## config.mk

```make
export PLATFORM = sky130hd
export DESIGN_NAME = muldiv_sequencer
export DESIGN_NICKNAME = d
export VERILOG_FILES = /design/src/rtl/muldiv_sequencer.sv
export SDC_FILE = /design/constraint.sdc
export NUM_CORES = 1
export LEC_CHECK = 0
export CORE_ASPECT_RATIO = 1.5
export CORE_MARGIN = 2
export CORE_UTILIZATION = 38
export DETAILED_ROUTE_END_ITERATION = 6
export PLACE_DENSITY = 0.68
export SLEW_MARGIN = 20
export SYNTH_ARGS = -nofsm -noshare
export SYNTH_HDL_FRONTEND = slang
export SYNTH_SLANG_ARGS = --single-unit
export TNS_END_PERCENT = 1
```

## constraint.sdc

```tcl
create_clock -name clock -period 3.7 [get_ports clock]
set_input_delay 0.37 -clock clock [delete_from_list [all_inputs] [get_ports clock]]
set_output_delay 0.37 -clock clock [all_outputs]
set_load 0.02 [all_outputs]
```

## src/rtl/muldiv_sequencer.sv

```systemverilog
// Iterative signed multiply/divide unit with HI/LO result registers.
// Fixed latency: shift-add multiply or restoring divide over WIDTH iterations.
module muldiv_sequencer #(
  parameter int unsigned WIDTH = 32
) (
  input  logic             clock,
  input  logic             reset,
  input  logic             Start,
  input  logic             Op,
  input  logic [WIDTH-1:0] OpA,
  input  logic [WIDTH-1:0] OpB,
  input  logic             ReadHi,
  output logic             Busy,
  output logic             Done,
  output logic             Stall,
  output logic [WIDTH-1:0] Hi,
  output logic [WIDTH-1:0] Lo
);

  localparam int unsigned CNT_W = $clog2(WIDTH);
  localparam int unsigned PW    = 2 * WIDTH;

  typedef enum logic [1:0] {S_IDLE, S_PREP, S_RUN, S_FIXUP} state_e;

  state_e             state_q, state_d;
  logic               op_q, op_d;
  logic [WIDTH-1:0]   a_q, a_d;
  logic [WIDTH-1:0]   b_q, b_d;
  logic [WIDTH-1:0]   dvs_q, dvs_d;
  logic [WIDTH-1:0]   acc_q, acc_d;
  logic [WIDTH-1:0]   work_q, work_d;
  logic [CNT_W-1:0]   cnt_q, cnt_d;
  logic               divzero_q, divzero_d;
  logic [WIDTH-1:0]   hi_q, hi_d;
  logic [WIDTH-1:0]   lo_q, lo_d;
  logic               done_q, done_d;

  // Operand magnitudes; -2^(W-1) maps to unsigned 2^(W-1)
  logic [WIDTH-1:0] mag_a, mag_b;
  assign mag_a = a_q[WIDTH-1] ? (WIDTH'(0) - a_q) : a_q;
  assign mag_b = b_q[WIDTH-1] ? (WIDTH'(0) - b_q) : b_q;

  // One multiply step: add multiplicand when multiplier LSB set, then shift right
  logic [WIDTH:0] mul_sum;
  assign mul_sum = {1'b0, acc_q} + (work_q[0] ? {1'b0, dvs_q} : '0);

  // One restoring divide step on the partial remainder
  logic [WIDTH:0]   rem_sh;
  logic [WIDTH-1:0] rem_diff;
  logic             rem_ge;
  assign rem_sh   = {acc_q, work_q[WIDTH-1]};
  assign rem_ge   = rem_sh >= {1'b0, dvs_q};
  assign rem_diff = rem_sh[WIDTH-1:0] - dvs_q;

  logic [PW-1:0] prod, prod_fix;
  logic          sgn_a, sgn_b;
  assign sgn_a    = a_q[WIDTH-1];
  assign sgn_b    = b_q[WIDTH-1];
  assign prod     = {acc_q, work_q};
  assign prod_fix = (sgn_a ^ sgn_b) ? (PW'(0) - prod) : prod;

  always_ff @(posedge clock) begin
    if (reset) state_q <= S_IDLE;
    else       state_q <= state_d;
  end

  always_comb begin
    state_d = state_q;
    case (state_q)
      S_IDLE:  if (Start) state_d = S_PREP;
      S_PREP:  state_d = S_RUN;
      S_RUN:   if (cnt_q == CNT_W'(WIDTH - 1)) state_d = S_FIXUP;
      S_FIXUP: state_d = S_IDLE;
      default: state_d = S_IDLE;
    endcase
  end

  always_comb begin
    op_d      = op_q;
    a_d       = a_q;
    b_d       = b_q;
    dvs_d     = dvs_q;
    acc_d     = acc_q;
    work_d    = work_q;
    cnt_d     = cnt_q;
    divzero_d = divzero_q;
    hi_d      = hi_q;
    lo_d      = lo_q;
    done_d    = 1'b0;
    case (state_q)
      S_IDLE: begin
        if (Start) begin
          op_d = Op;
          a_d  = OpA;
          b_d  = OpB;
        end
      end
      S_PREP: begin
        acc_d     = '0;
        cnt_d     = '0;
        divzero_d = op_q & (b_q == '0);
        if (op_q) begin
          work_d = mag_a;
          dvs_d  = mag_b;
        end else begin
          work_d = mag_b;
          dvs_d  = mag_a;
        end
      end
      S_RUN: begin
        cnt_d = cnt_q + CNT_W'(1);
        if (!op_q) begin
          {acc_d, work_d} = {mul_sum, work_q[WIDTH-1:1]};
        end else begin
          acc_d  = rem_ge ? rem_diff : rem_sh[WIDTH-1:0];
          work_d = {work_q[WIDTH-2:0], rem_ge};
        end
      end
      S_FIXUP: begin
        done_d = 1'b1;
        if (!op_q) begin
          hi_d = prod_fix[PW-1:WIDTH];
          lo_d = prod_fix[WIDTH-1:0];
        end else if (divzero_q) begin
          hi_d = a_q;
          lo_d = '1;
        end else begin
          lo_d = (sgn_a ^ sgn_b) ? (WIDTH'(0) - work_q) : work_q;
          hi_d = sgn_a ? (WIDTH'(0) - acc_q) : acc_q;
        end
      end
      default: ;
    endcase
  end

  always_ff @(posedge clock) begin
    if (reset) begin
      op_q      <= 1'b0;
      a_q       <= '0;
      b_q       <= '0;
      dvs_q     <= '0;
      acc_q     <= '0;
      work_q    <= '0;
      cnt_q     <= '0;
      divzero_q <= 1'b0;
      hi_q      <= '0;
      lo_q      <= '0;
      done_q    <= 1'b0;
    end else begin
      op_q      <= op_d;
      a_q       <= a_d;
      b_q       <= b_d;
      dvs_q     <= dvs_d;
      acc_q     <= acc_d;
      work_q    <= work_d;
      cnt_q     <= cnt_d;
      divzero_q <= divzero_d;
      hi_q      <= hi_d;
      lo_q      <= lo_d;
      done_q    <= done_d;
    end
  end

  // Stall must react to decode inputs in the same cycle
  always_comb begin
    Busy  = (state_q != S_IDLE);
    Stall = Busy & (ReadHi | Start);
    Done  = done_q;
    Hi    = hi_q;
    Lo    = lo_q;
  end

endmodule

```

==> out/metrics.cfg <==
[sta]
hold_slack_ns=0.0965
tns_ns=0
setup_viol=0
grt_setup_unrepaired=false
min_period_ns=3.53
worstMarginPinSlew_ns=1.11
fin_crit_sh=0.955
fmax_mhz=283
finClkSkew_ns=0.0198
relSlewSlack=0.261
hold_violations=0
drv_slew=0

[clock_tree]
root_buffer=clkbuf_16
cts_tree=done
clkLatencyLatePin_ns=0.57
hold_buffers=0
cts_buffers=25
htreeDepth=1
cts_buffer_depth=3
cts_sinks=234
clk_pin_slew_ns=0.06

[detailed_routing]
routed_wl_um=72000
via_per_inst=6.00
drt_iter0_drc=1680
wl_per_cell_um=23.5
vias=18400
drc_errors=0
dr.pass1.iters=6
antenna_left=0

[placement]
port_buffers=135
gp_congestion=1.00
dp.cells=3022
dp.final_hpwl_um=55400

[power_and_ir_drop]
seqPwrFrac=0.234
swShare=0.476
p_leak_nw=7.98
comb_power_share=0.588
clkPwrFrac=0.178
switching_power_mw=7.17
p_int_mw=7.91
ir_worst_vdd_mv=0.936
power.density_mw_per_mm2=735
finalPower_mw=15.1

[logic_synthesis]
synth_flop_cell=dfxtp_1
synth_area_leaders=dfxtp_1, nand2_1, a21oi_1
avgSynthCellArea_um2=7.32
synthAdderAreaFrac=0.0570
muxShareOfSynthArea=0.0424
synth_compound_area_frac=0.252
async_reset_ff_frac=0
yosysWarnings=0
yosys_register_bits=234
synthMostInstantiatedCell=nand2_1
yosysUniqueCellTypes=77
yosys.area_share.simple=0.223
synth.top_cell.area_share=0.273
syn_inst=2347
synth_edf_count=0
yosysTopAreaCell=dfxtp_1
syn_area_mm2=0.0172
synth_nets=2493
ys_seq_area_frac=0.273
synth_common_cells=nand2_1, nor2_1, dfxtp_1, a21oi_1, o21ai_0
synth_xor_area_frac=0.0964
synth_top_family_by_area=compound AO/OA/AOI/OAI gates

[floorplanning]
die_area_mm2=0.0469
die_h_um=264
start_util=0.384
rows=95
die_width_um=178
ios=136
core-area_mm2=0.0447

[worst_setup_path]
cp-start-kind=flop
cp_common_cell=or4_1
worstPathMaxFanout=7
worstPathArrival_ns=3.93
critical_path_class=flop to flop
timing.rr.start=work_q[10]
critPathCaptureType=flop
setup.worst_path.start=work_q[10]
crit_path_max_incr_delay_ns=0.61
path_cells=or4_1 > or4_1 > or4_1 > o21ai_1 > buf_4 > o21ai_0 > xor2_1 > o22ai_1 > buf_4 > nor3_1
worstPathRequired_ns=4.10
slowest_stage=or4_1

[final_layout]
fin_util=0.459
drive_above_1_share=0.0902
layoutNonFillerInstCount=3067
syn2layout_area_growth_pct=19.4
fin_nets=2613

[global_route]
grt-ovfl-total=0
track_usage=0.299
grt_start_max_net_pins=112
antenna_found_initial=0
grt_pass1_wl_um=107000
grt_pass1_vias=17900

[min_path]
worstHoldStart=reset
hold_path_class=primary input to flop

[job]
maxCapViolations=0

[status]
outcome=completed

registers in the layout, summed over array words and instances (netlist names):
name and cells:
Done 1, Hi 32, Lo 32, a_q 32
acc_q 32, b_q 32, cnt_q 5, divzero_q 1
dvs_q 32, op_q 1, state_q 2, work_q 32
layout by cell type, fill, tap and decap left out, drive strengths merged, types with 46 or more instances in the layout:
cell type	Yosys	routed
buf	23	131
nand3	47	47
nor2	266	266
nand2	321	321
xor2	83	83
xnor2	106	106
a21oi	214	214
inv	79	80
nor3	46	46
o21ai	156	156
ha	75	75
dfxtp	234	234
clkdlybuf4s50	0	134
worst paths after layout:
| path | to | slack (ns) | cells after the start |
|---|---|---|---|
| worst max-delay path | Hi[5] | 0.17 | 10 |
| worst min register to register | dvs_q[3] | 0.48 | 2 |
| worst min-delay path | Lo[0] | 0.1 | 2 |
| worst max register to register | Hi[5] | 0.17 | 10 |
per-stage QoR:
step                instance area, um^2  setup WS [ns]
global placement                  19700         0.0939
finish                            20500          0.165
global route                      20500         0.0836
floorplan                         17200          0.509
detailed placement                19700         0.0863
CTS                               20500         0.0530
per-layer routing:
layer / track usage / up-vias / wire [um]
li1: - / 8603 / -
met1: 0.333 / 8711 / 25900
met2: 0.522 / 815 / 35300
met3: 0.0260 / 265 / 4160
met4: 0.225 / 0 / 6580
met5: 0 / - / 0
kinds of logic after synthesis:
logic type,after synthesis
AOI/OAI and AO/OA,684
xor gates and xnor gates,189
adders and majority gates,77
buffers and inverters,254
DFF,234
muxes,58
and+or+nand+nor,851
worst max-delay path: cells and delay by family, from the launching register on:
| family | cells | cell delay [ns] |
|---|---|---|
| AOI/OAI and AO/OA | 3 | 0.64 |
| xor gates and xnor gates | 1 | 0.15 |
| buffers and inverters | 2 | 0.44 |
| DFF | 1 | 0.36 |
| and+or+nand+nor | 4 | 1.78 |
what timing repair did:
action	in CTS	in global routing
buffers inserted	0	0
setup endpoints to repair	0	5
gates resized for setup	0	3
final cells by class:
class | instances | area (um^2)
antenna | 1 | 2.50
clock buffer | 36 | 707
clock inverter | 8 | 125
fill | 4572 | 24200
inverter | 82 | 308
multi-input combinational | 1859 | 11600
sequential | 234 | 4690
tap | 582 | 728
timing repair buffer | 265 | 2370
power groups by stage:
stage | combinational [mW] | clock, mW | sequential [mW]
final | 8.87 | 2.68 | 3.52
after global routing | 9.48 | 2.79 | 3.55
after CTS | 8.74 | 2.71 | 3.50
after detailed placement | 8.67 | 0 | 3.56
after global placement | 8.65 | 0 | 3.54
after floorplan | 5.51 | 0 | 3.48
(Power assumes the default switching activity.)
